## src/rtl/axi3_rd_slave_mem.sv

```systemverilog
// AXI3 read-channel slave serving FIXED/INCR/WRAP bursts from a word-addressed
// synchronous memory; one outstanding burst, illegal requests answered with SLVERR.
module axi3_rd_slave_mem #(
    parameter int unsigned BUS_WIDTH      = 4,
    parameter int unsigned MEM_ADDR_WIDTH = 16
) (
    input  logic                      clk,
    input  logic                      rst,
    input  logic [BUS_WIDTH-1:0]      arid,
    input  logic [31:0]               araddr,
    input  logic [3:0]                arlen,
    input  logic [2:0]                arsize,
    input  logic [1:0]                arburst,
    input  logic [1:0]                arlock,
    input  logic [3:0]                arcache,
    input  logic [2:0]                arprot,
    input  logic                      arvalid,
    output logic                      arready,
    input  logic                      rready,
    output logic [BUS_WIDTH-1:0]      rid,
    output logic [31:0]               rdata,
    output logic [1:0]                rresp,
    output logic                      rlast,
    output logic                      rvalid,
    output logic                      mem_rd,
    output logic [MEM_ADDR_WIDTH-1:0] mem_addr,
    input  logic [31:0]               mem_rddata
);
    typedef enum logic [1:0] {S_IDLE, S_FETCH, S_SEND} state_t;

    localparam logic [1:0] BURST_FIXED = 2'b00;
    localparam logic [1:0] BURST_INCR  = 2'b01;
    localparam logic [1:0] BURST_WRAP  = 2'b10;
    localparam logic [1:0] RESP_OKAY   = 2'b00;
    localparam logic [1:0] RESP_SLVERR = 2'b10;

    state_t                    r_state, w_state_nxt;
    logic [BUS_WIDTH-1:0]      r_id, w_id_nxt;
    logic [31:0]               r_addr, w_addr_nxt;
    logic [31:0]               r_start, w_start_nxt;
    logic [3:0]                r_len, w_len_nxt;
    logic [3:0]                r_cnt, w_cnt_nxt;
    logic [2:0]                r_size, w_size_nxt;
    logic [1:0]                r_burst, w_burst_nxt;
    logic                      r_err, w_err_nxt;
    logic                      r_arready, r_rvalid, r_rlast, r_mem_rd;
    logic [1:0]                r_rresp;
    logic [MEM_ADDR_WIDTH-1:0] r_mem_addr;
    logic                      w_unused_sideband;

    assign w_unused_sideband = ^{arlock, arcache, arprot};

    // Address of the beat following addr for the latched burst parameters.
    function automatic logic [31:0] f_next_addr(
        input logic [31:0] addr,
        input logic [31:0] start,
        input logic [3:0]  len,
        input logic [2:0]  size,
        input logic [1:0]  burst
    );
        logic [31:0] sz;
        logic [31:0] span;
        logic [31:0] base;
        logic        wrap_ok;
        sz      = 32'(1) << size;
        span    = (32'(len) + 32'd1) << size;
        base    = start & ~(span - 32'd1);
        wrap_ok = (len == 4'd1) || (len == 4'd3) || (len == 4'd7) || (len == 4'd15);
        if (burst == BURST_FIXED) begin
            return addr;
        end else if ((burst == BURST_WRAP) && wrap_ok) begin
            return base + ((addr + sz - base) & (span - 32'd1));
        end
        return (addr & ~(sz - 32'd1)) + sz;
    endfunction

    always_ff @(posedge clk) begin
        if (rst) begin
            r_state    <= S_IDLE;
            r_id       <= '0;
            r_addr     <= '0;
            r_start    <= '0;
            r_len      <= '0;
            r_cnt      <= '0;
            r_size     <= '0;
            r_burst    <= '0;
            r_err      <= 1'b0;
            r_arready  <= 1'b1;
            r_rvalid   <= 1'b0;
            r_rlast    <= 1'b0;
            r_rresp    <= RESP_OKAY;
            r_mem_rd   <= 1'b0;
            r_mem_addr <= '0;
        end else begin
            r_state    <= w_state_nxt;
            r_id       <= w_id_nxt;
            r_addr     <= w_addr_nxt;
            r_start    <= w_start_nxt;
            r_len      <= w_len_nxt;
            r_cnt      <= w_cnt_nxt;
            r_size     <= w_size_nxt;
            r_burst    <= w_burst_nxt;
            r_err      <= w_err_nxt;
            r_arready  <= (w_state_nxt == S_IDLE);
            r_rvalid   <= (w_state_nxt == S_SEND);
            r_rlast    <= (w_state_nxt == S_SEND) && (w_cnt_nxt == 4'd0);
            r_rresp    <= ((w_state_nxt == S_SEND) && w_err_nxt) ? RESP_SLVERR : RESP_OKAY;
            r_mem_rd   <= (w_state_nxt == S_FETCH);
            if (w_state_nxt == S_FETCH) begin
                r_mem_addr <= w_addr_nxt[MEM_ADDR_WIDTH+1:2];
            end
        end
    end

    always_comb begin
        w_state_nxt = r_state;
        w_id_nxt    = r_id;
        w_addr_nxt  = r_addr;
        w_start_nxt = r_start;
        w_len_nxt   = r_len;
        w_cnt_nxt   = r_cnt;
        w_size_nxt  = r_size;
        w_burst_nxt = r_burst;
        w_err_nxt   = r_err;
        case (r_state)
            S_IDLE: begin
                if (arvalid) begin
                    w_id_nxt    = arid;
                    w_addr_nxt  = araddr;
                    w_start_nxt = araddr;
                    w_len_nxt   = arlen;
                    w_cnt_nxt   = arlen;
                    w_size_nxt  = arsize;
                    w_burst_nxt = arburst;
                    w_err_nxt   = (arburst == 2'b11) || (arsize > 3'd2);
                    w_state_nxt = w_err_nxt ? S_SEND : S_FETCH;
                end
            end
            S_FETCH: w_state_nxt = S_SEND;
            S_SEND: begin
                if (rready) begin
                    if (r_cnt == 4'd0) begin
                        w_state_nxt = S_IDLE;
                    end else begin
                        w_cnt_nxt   = r_cnt - 4'd1;
                        w_addr_nxt  = f_next_addr(r_addr, r_start, r_len, r_size, r_burst);
                        w_state_nxt = r_err ? S_SEND : S_FETCH;
                    end
                end
            end
            default: w_state_nxt = S_IDLE;
        endcase
    end

    assign arready  = r_arready;
    assign rvalid   = r_rvalid;
    assign rlast    = r_rlast;
    assign rresp    = r_rresp;
    assign rid      = r_id;
    assign mem_rd   = r_mem_rd;
    assign mem_addr = r_mem_addr;
    // Memory output is held between reads, so beat data stays stable under stalls.
    assign rdata    = r_err ? 32'd0 : mem_rddata;

endmodule

```

## config.mk

```make
export PLATFORM = sky130hd
export DESIGN_NAME = axi3_rd_slave_mem
export DESIGN_NICKNAME = d
export VERILOG_FILES = /design/src/rtl/axi3_rd_slave_mem.sv
export SDC_FILE = /design/constraint.sdc
export NUM_CORES = 1
export LEC_CHECK = 0
export ABC_AREA = 1
export BUFFER_PORTS_ARGS = -buffer_cell sky130_fd_sc_hd__buf_2
export CAP_MARGIN = 10
export CORE_UTILIZATION = 61
export DETAILED_ROUTE_END_ITERATION = 7
export PLACE_DENSITY = 0.91
export SYNTH_ARGS = -nofsm -noshare
export SYNTH_HDL_FRONTEND = slang
export SYNTH_SLANG_ARGS = --single-unit
```

## constraint.sdc

```tcl
create_clock -name clk -period 10.8 [get_ports clk]
set_input_delay 0.54 -clock clk [delete_from_list [all_inputs] [get_ports clk]]
set_output_delay 0.54 -clock clk [all_outputs]
set_load 0.02 [all_outputs]
```

# == Word-level counts from Yosys, hierarchy flattened ==
# Index checks and enable logic that the tools add are counted.
# totals
regBits,106
input_bits,90
# op_classes
n_addsub,8
magnitude_cmp,1
eq_ne,14
shift,2
mux,26
n_bitwise,5
n_reduce_logical,15
# ops
cell,count
2-to-1 mux 32 bit,7
adder 32 bit,3
AND 32 bit,3
inverter 32 bit,2
one-hot mux 32 bit (2 select lines),1
"subtractor 32 x 1 -> 32 bit, second input constant",2
"left shift 1 x 3 -> 32 bit, first input constant",1
left shift 5 x 3 -> 32 bit,1
subtractor 32 bit,1
2-to-1 mux 2 bit,6
2-to-1 mux 4 bit,3
"== test 2 bit, second input constant",4
zero test 4 bit,2
one-hot mux 4 bit (2 select lines),1
2-to-1 mux 1 bit,7
zero test 2 bit,3
"inequality test 2 bit, second input constant",3
one-hot mux 2 bit (3 select lines),1
"adder 4 x 1 -> 5 bit, second input constant",1
AND reduction 5 bit,1
"== test 2 x 1 -> 1 bit, second input constant",2
"== test 4 x 1 -> 1 bit, second input constant",1
"== test 4 x 2 -> 1 bit, second input constant",1
"== test 4 x 3 -> 1 bit, second input constant",1
other kinds (8),13

# == Longest topological paths before layout ==
# Gate-level depths: netlist of the first run.
# logic_depth
word_depth,14
ltp_mapped,49

# == Worst setup path before layout of the first run ==
# OpenSTA, ideal clock, no wires.
# synth_timing
kind,reg-to-reg
start,register r_len[1]
end,"register r_mem_addr[15], in the netlist mem_addr[15]"
setup_ns,0.109
arrival_ns,5.594
required_ns,10.691
setup_slack_ns,5.097
stages_incl_launch_ff,43
period_less_slack_ns,5.703
path_cell_list,dfxtp_1 -> inv_1 -> ha_1 -> inv_1 -> o21ai_1 -> nor2_1 -> nand2_1 -> ha_1 -> nand3_1 -> nor3b_1 -> xor2_1 -> and2_1 -> fa_1 -> inv_1 -> ha_1 -> nand2_1 -> or2_2 -> nand3_1 -> [7 not listed] -> o21ai_0 -> nand2_1 -> a21oi_1 -> nor2_1 -> ha_1 -> inv_1 -> nor3_1 -> nand2_1 -> o311ai_0 -> nand2_1 -> nand3_1 -> nand2_1 -> nand2_1 -> nand2_1 -> nand2_1 -> nand4_1 -> nand2_1 -> inv_1
# synth_via
elab_chain_len,14
word_cells_on_any_way,27
# synth_rtl
element,line_no,text
from (decl),41,"logic [3:0] r_len, w_len_nxt;"
from (signal assigned),99,r_len <= w_len_nxt;
"adder 4 x 1 -> 5 bit, or another cell as far along",66,span = (32'(len) + 32'd1) << size;
left shift 5 x 3 -> 32 bit or logical OR 1 bit (tied branches),"66, 68",
subtractor 32 x 1 -> 32 bit or logical OR 1 bit (tied branches),"67, 72, 68",
inverter 32 bit or logical OR 1 bit (tied branches),"67, 68",
AND 32 bit or logical AND 1 bit (tied branches),"67, 71",
subtractor 32 bit or 2-to-1 mux 1 bit (tied branches),"72, 71",
AND 32 bit or 2-to-1 mux 1 bit (tied branches),"72, 69",
adder 32 bit or 2-to-1 mux 1 bit (tied branches),"72, 142",
2-to-1 mux 32 bit or 2-to-1 mux 1 bit (tied branches),"71, 141",
2-to-1 mux 32 bit or 2-to-1 mux 1 bit (tied branches),"69, 125",
2-to-1 mux 32 bit *,74,return (addr & ~(sz - 32'd1)) + sz;
2-to-1 mux 32 bit *,142,if (r_cnt == 4'd0) begin
2-to-1 mux 32 bit *,141,if (rready) begin
one-hot mux 32 bit (2 select lines) *,125,case (r_state)
to (signal assigned),110,r_mem_addr <= w_addr_nxt[MEM_ADDR_WIDTH+1:2];
to (decl),48,logic [MEM_ADDR_WIDTH-1:0] r_mem_addr;
# Mark *: on every way between the ends. The rest lies on a longest branch, timed or not. The select of a mux whose other input is x is not followed.
# A chain may end at the register's enable or synchronous reset.

# == Worst setup path after layout of the first run ==
# layout_timing
start,register r_size[1]
end,"register r_mem_addr[15], in the netlist mem_addr[15]"
# layout_via
elab_chain_len,13
word_cells_on_any_way,19
# layout_rtl
element,line_no,text
from (decl),43,"logic [2:0] r_size, w_size_nxt;"
from (signal assigned),101,r_size <= w_size_nxt;
left shift 5 x 3 -> 32 bit,66,
subtractor 32 x 1 -> 32 bit,"67, 72",
inverter 32 bit,67,base = start & ~(span - 32'd1);
AND 32 bit,67,
subtractor 32 bit,72,return base + ((addr + sz - base) & (span - 32'd1));
AND 32 bit,72,
adder 32 bit,72,
2-to-1 mux 32 bit,71,end else if ((burst == BURST_WRAP) && wrap_ok) begin
2-to-1 mux 32 bit,69,if (burst == BURST_FIXED) begin
2-to-1 mux 32 bit *,74,
2-to-1 mux 32 bit *,142,
2-to-1 mux 32 bit *,141,
one-hot mux 32 bit (2 select lines) *,125,
# Marked as above.

==> results by group, run 1 <==
Placed design
  • Area after DPL: 7960 um2
  • PortBufs: 123
  • Post-DP HPWL: 17.1 mm
  • GP Congestion: 0.963

Yosys
  • Mux cell area share after synthesis: 0%
  • Synth top area share: 21.0%
  • Post-synthesis adder-cell area fraction: 11.2%
  • Compound-cell area share of the yosys netlist: 20.0%
  • Mapped cell area: 7330 um2
  • Post-synth top flop: dfxtp_1
  • Synthesized Nets: 1346
  • Synth cell types: 55
  • Synth area leader: dfxtp_1
  • Average size of a mapped cell: 6.13 um2
  • Synth top area cells: dfxtp_1 (21%), nand2_1 (14%), inv_1 (10%), ha_1 (8.7%), a21oi_1 (6.8%)
  • #FFs+latches synth: 77
  • Sequential fraction of the synthesis area: 21.0%
  • Post-synth EDFFs: 0
  • Synthesized instance count: 1196
  • Post-Synth XOR/XNOR Area: 3.33%
  • YS warnings: 0
  • Simple-Gate Fraction of Synth Area: 31.2%
  • Largest family of logic cells by synthesized area: simple AND/OR/NAND/NOR gates
  • Async SR Flop Fraction: 0%

Global routing
  • Total GRT Usage: 35.6%
  • Overflow after GRT: 0
  • Vias in the first global route: 7467
  • First-pass GRT wire length: 35.6 mm
  • Initial antenna violation count: 0
  • Largest net degree at the start of global routing: 52

Clock network
  • CTS Sinks: 77
  • H-tree depth: 3
  • Root Buffer: clkbuf_16
  • TritonCTS clock tree: built
  • Worst-Skew Late Latency: 0.34 ns
  • Reg clk slew, reported paths: 0.06 ns
  • Post-CTS sizing: 0
  • Post-CTS Hold Fix Bufs: 0
  • CTS Buf Count: 9
  • Post-CTS Setup Bufs: 0
  • Maximum root-to-sink buffer count: 2

Power and ir drop
  • Pleak: 4.36 nW
  • Max VDD drop: 0.000122 V
  • Pwr/cell area: 151 nW/um2

Floorplanning
  • Core ar.: 11600 um2
  • Boundary pin count: 148
  • Row count: 39
  • Starting Density: 63.4%
  • Die area: 12500 um2
  • Die Y: 112 um
  • Die width: 112 um

STA
  • Final hold viol count: 0
  • Final setup viols: 0
  • Max Fclk: 138 MHz
  • Clk_skew: 0.00454 ns
  • Min Tclk post-route: 7.23 ns
  • RSZ-0062 raised after global routing: no
  • Final Max Slew Viols: 0
  • Final cycle utilization of the critical path: 67.0%
  • Final setup TNS: 0 ns
  • Measured slew at the worst slew-check pin: 0.999 ns
  • Slew HR: 33.2%

Route
  • Initial DRC count: 882
  • Via count: 8239
  • Post-route ant nets: 0
  • Drt wl/cell: 15.3 um
  • Final WL: 22.0 mm
  • Via/cell ratio: 5.73
  • DRC errors left: 0
  • Drt first pass iters: 6

Setup path
  • Worst r2r src: r_size[1]
  • Worst EP arrival: 7.47 ns
  • Reg-to-reg setup timing slack: 3.57 ns
  • Crit-path slowest cell: dfxtp_1
  • Worst-path fanout max: 17
  • CP most frequent cell: nand2_1
  • CP endpoint kind: flop
  • Critical Path RT: 11.04 ns
  • FF-to-FF path depth: 40
  • FF-to-FF End: mem_addr[15]
  • Critical Path Source Type: flop
  • WS Path Type: flop to flop
  • Worst stage delay on the critical path: 0.83 ns

Final layout
  • Commonest non-fill, non-tap cell in the layout: nand2_1
  • # diodes: 0
  • Filler cells: 931
  • Ratio of cells with drive above 1 in the final layout: 14.1%
  • Syn-to-layout area delta: 13.2%
  • Post-route cell area: 8300 um2
  • Fin nets: 1441
  • Most frequent cells in the layout: nand2_1 (269), inv_1 (197), buf_2 (123), nor2_1 (119), a21oi_1 (99)

Min path
  • WHS Endpoint: rid[2]
  • Hold Path Class: primary input to flop
  • Hold path start: arid[2]
  • Hold Path Stages: 3

Flow run
  • Max Cap Violations: 0

Status
  • Outcome: completed
per-layer routing:
metal / up-vias / wire [um] / track usage [%]
li1: 4082 / - / -
met1: 3671 / 9100 / 46.2
met2: 438 / 10300 / 60.7
met3: 48 / 2080 / 5.06
met4: 0 / 501 / 11.6
met5: - / 0 / 0
final cells by class:
cell class,count,area [um2],area share (%)
flip-flops and latches,77,1540,18.6
clock inverters,4,77.6,0.935
multi-input cells,872,4820,58.1
clock buffers,12,267,3.21
inverters,204,768,9.26
well taps,143,179,2.16
repair buffers,127,646,7.78
synthesized netlist by cell type (7+ instances only):
cell and n:
buf_2 7, nor2_1 120, o211ai_1 14, a21oi_1 99
clkbuf_1 28, fa_1 9, xnor2_1 8, ha_1 51
inv_1 197, a31oi_1 15, o21ai_0 63, nand3_1 80
dfxtp_1 77, nand4_1 15, nor3_1 10, xor2_1 18
a22oi_1 9, nand2_1 269, o21ai_1 20
report_power, final:
group / leakage, nW / switching (mW) / internal [mW]
clock network: 0.169 / 0.119 / 0.222
registers: 0.633 / 0.0296 / 0.309
logic: 3.56 / 0.375 / 0.197
worst max-delay path by stage:
| stage | from | slack, ns | endpoint | depth (start not counted) |
|---|---|---|---|---|
| 2_1_floorplan | r_len[1] | 5.10 | mem_addr[15] | 42 |
| 3_3_place_gp | r_size[1] | 3.94 | mem_addr[15] | 41 |
| 3_5_place_dp | r_size[1] | 3.70 | mem_addr[15] | 40 |
| 4_1_cts | r_size[1] | 3.68 | mem_addr[15] | 40 |
| 5_1_grt | r_size[1] | 2.92 | mem_addr[15] | 41 |
| 6_report | r_size[1] | 3.57 | mem_addr[15] | 40 |
sequential cells by signal (all words and copies together), names as in the netlist:
| signal | cells |
|---|---|
| rlast | 1 |
| arready | 1 |
| rvalid | 1 |
| rid | 4 |
| mem_rd | 1 |
| mem_addr | 16 |
| r_err | 1 |
| r_addr | 18 |
| rresp | 1 |
| r_len | 4 |
| r_start | 18 |
| r_cnt | 4 |
| r_burst | 2 |
| r_size | 3 |
| r_state | 2 |
critical path: cells and delay by family (launching register included):
family	cells	cell delay, ns
buf+inv	4	0.36
simple gates	25	3.07
fa+ha+maj	4	1.29
compound gates	6	1.42
xor+xnor	1	0.14
flops	1	0.83
cells by family after synthesis:
kind of cell,Yosys count
XOR/XNOR,27
adder cells (fa/ha/maj),60
flip-flops,77
AND/OR/NAND/NOR,531
AO/OA/AOI/OAI,253
other,1
buffers and inverters,247
through the flow:
stage | utilization, % | hold WS, ns | setup WS (ns) | instances | power, mW
detailed placement | 68.8 | 0.454 | 3.70 | 1423 | 0.899
floorplan | - | 0.436 | 5.10 | 1196 | 0.756
global placement | 68.8 | 0.451 | 3.94 | 1423 | 0.885
CTS | 71.8 | 0.421 | 3.68 | 1439 | 1.24
finish | 71.8 | 0.423 | 3.57 | 1439 | 1.25
global route | 71.8 | 0.434 | 2.92 | 1439 | 1.33
Power figures use the tool's default switching activity.
==> run 2, diff against run 1 <==
--- a/config.mk
+++ b/config.mk
@@ -8,9 +8,9 @@
 export ABC_AREA = 1
 export BUFFER_PORTS_ARGS = -buffer_cell sky130_fd_sc_hd__buf_2
 export CAP_MARGIN = 10
-export CORE_UTILIZATION = 61
+export CORE_UTILIZATION = 57
 export DETAILED_ROUTE_END_ITERATION = 7
-export PLACE_DENSITY = 0.91
+export PLACE_DENSITY = 0.86
 export SYNTH_ARGS = -nofsm -noshare
 export SYNTH_HDL_FRONTEND = slang
 export SYNTH_SLANG_ARGS = --single-unit
==> constraint.sdc (replaced) <==
create_clock -name clk -period 7.2 [get_ports clk]
set_input_delay 0.36 -clock clk [delete_from_list [all_inputs] [get_ports clk]]
set_output_delay 0.36 -clock clk [all_outputs]
set_load 0.02 [all_outputs]
==> run 2 against run 1 <==
The run now ends with design-rule violations left; global-route usage decreased by 2.0 points; first-iteration DRC count decreased by 20%; clock skew increased by 0.0018 ns; setup slack worse by 2.9 ns; critical path type unchanged; largest cell class unchanged.
==> results by group, run 2 (synthesis results as in run 1) <==
Floorplanning
  • Die Y: 115 um
  • Die width: 115 um
  • Boundary pin count: 148
  • Core ar.: 12600 um2
  • Row count: 41
  • Die area: 13300 um2
  • Starting Density: 58.3%

Route
  • Metal2 WL: 10.2 mm
  • DRC errors left: 2
  • Drt first pass iters: 7
  • Via count: 8199
  • Initial DRC count: 702
  • Met1 wire length: 9.47 mm
  • Final WL: 21.9 mm
  • Post-route ant nets: 0
  • Highest Signal Layer: met4
  • Via/cell ratio: 5.59
  • Drt wl/cell: 14.9 um
  • Met3 Wirelength: 1.75 mm

STA
  • Final hold viol count: 0
  • Final cycle utilization of the critical path: 91.1%
  • Final WS setup: 0.640 ns
  • Final Max Slew Viols: 0
  • RSZ-0062 raised after global routing: no
  • Max Fclk: 152 MHz
  • Clk_skew: 0.00633 ns
  • Measured slew at the worst slew-check pin: 1.12 ns
  • Slew HR: 25.5%
  • Final setup TNS: 0 ns
  • Final setup viols: 0
  • Min Tclk post-route: 6.56 ns

Power and ir drop
  • Max VDD drop: 0.000189 V
  • Sw power: 775 uW
  • Sequential power share: 27.8%
  • Pint: 1.05 mW
  • Clock power frac: 25.5%
  • Switching share of power: 42.3%
  • Pleak: 4.35 nW
  • Logic gate share of total power: 46.7%
  • Pwr/cell area: 220 nW/um2

Clock network
  • Post-CTS sizing: 0
  • Maximum root-to-sink buffer count: 2
  • TritonCTS clock tree: built
  • Worst-Skew Late Latency: 0.34 ns
  • Post-CTS Hold Fix Bufs: 0
  • CTS Sinks: 77
  • H-tree depth: 3
  • Post-CTS Setup Bufs: 0
  • CTS Buf Count: 9
  • Reg clk slew, reported paths: 0.06 ns
  • Root Buffer: clkbuf_16

Global routing
  • Vias in the first global route: 7454
  • Initial antenna violation count: 0
  • Largest net degree at the start of global routing: 52
  • Overflow after GRT: 0
  • First-pass GRT wire length: 35.0 mm
  • Total GRT Usage: 33.6%

Placed design
  • Area after DPL: 8000 um2
  • Worst slack, placed: 0.449 ns
  • GP Congestion: 0.976
  • Post-DP HPWL: 17.1 mm
  • PortBufs: 123

Setup path
  • Crit-path slowest cell: fa_1
  • Critical Path Source Type: flop
  • CP endpoint kind: flop
  • WS Path Type: flop to flop
  • Reg-to-reg setup timing slack: 0.64 ns
  • FF-to-FF End: mem_addr[15]
  • FF-to-FF path depth: 42
  • Worst EP arrival: 6.80 ns
  • CP most frequent cell: nand2_1
  • Worst-path fanout max: 6
  • Critical Path RT: 7.44 ns
  • Worst stage delay on the critical path: 0.49 ns
  • Worst r2r src: r_len[1]

Min path
  • Hold Path Class: primary input to flop
  • Hold Path Stages: 3
  • Hold path start: arid[2]
  • WHS Endpoint: rid[2]

Final layout
  • # diodes: 0
  • Ratio of cells with drive above 1 in the final layout: 14.3%
  • Fin nets: 1442
  • Commonest non-fill, non-tap cell in the layout: nand2_1
  • Most frequent cells in the layout: nand2_1 (269), inv_1 (197), buf_2 (123), nor2_1 (119), a21oi_1 (99)
  • Syn-to-layout area delta: 13.5%
  • Post-route cell area: 8320 um2

Status
  • Outcome: finished, violations left
  • Failing checks: design-rule violations

Flow run
  • Max Cap Violations: 0
[run 2: worst max path at each step]
stage	end	slack [ns]	cells past startpoint	start
floorplan	mem_addr[15]	1.50	42	r_len[1]
detailed placement	mem_addr[15]	0.45	42	r_len[1]
finish	mem_addr[15]	0.64	42	r_len[1]
CTS	mem_addr[15]	0.43	42	r_len[1]
global placement	mem_addr[15]	0.58	43	r_len[1]
global route	mem_addr[15]	0.01	47	r_len[1]
[run 2: power by group through the flow]
stage	combinational (mW)	sequential, mW	clock (mW)
final	0.854	0.508	0.467
after global routing	0.953	0.513	0.487
after CTS	0.840	0.506	0.470
after detailed placement	0.831	0.515	0
after global placement	0.818	0.514	0
after floorplan	0.625	0.509	0
[run 2: layout make-up]
class / instances / area, um2
multi-input combinational: 872 / 4830
clock buffer: 12 / 267
timing repair buffer: 128 / 653
sequential: 77 / 1540
inverter: 204 / 768
clock inverter: 3 / 43.8
fill: 1158 / 4250
tap: 172 / 215
[run 2: worst max-delay path: cells and delay by family, from the launching register on]
kind	cells	cell delay, ns
flip-flops	1	0.41
adder cells (fa/ha/maj)	5	1.58
XOR/XNOR	1	0.13
AND/OR/NAND/NOR	24	2.72
AO/OA/AOI/OAI	7	1.31
buffers and inverters	5	0.29
[run 2: routing by layer]
metal  GRT usage, %  vias up
met5              0        -
met4           12.0        0
met3           4.29       32
met2           56.4      385
met1           44.4     3696
li1               -     4086
[run 2: per-stage QoR]
stage                     hold slack [ns]  power (mW)  instances  utilization, %
after floorplan                     0.436        1.13       1196               -
after global placement              0.451        1.33       1453            63.6
after detailed placement            0.456        1.35       1453            63.6
after CTS                           0.242        1.82       1468            66.1
after global routing                0.249        1.95       1468            66.2
final                               0.251        1.83       1468            66.2
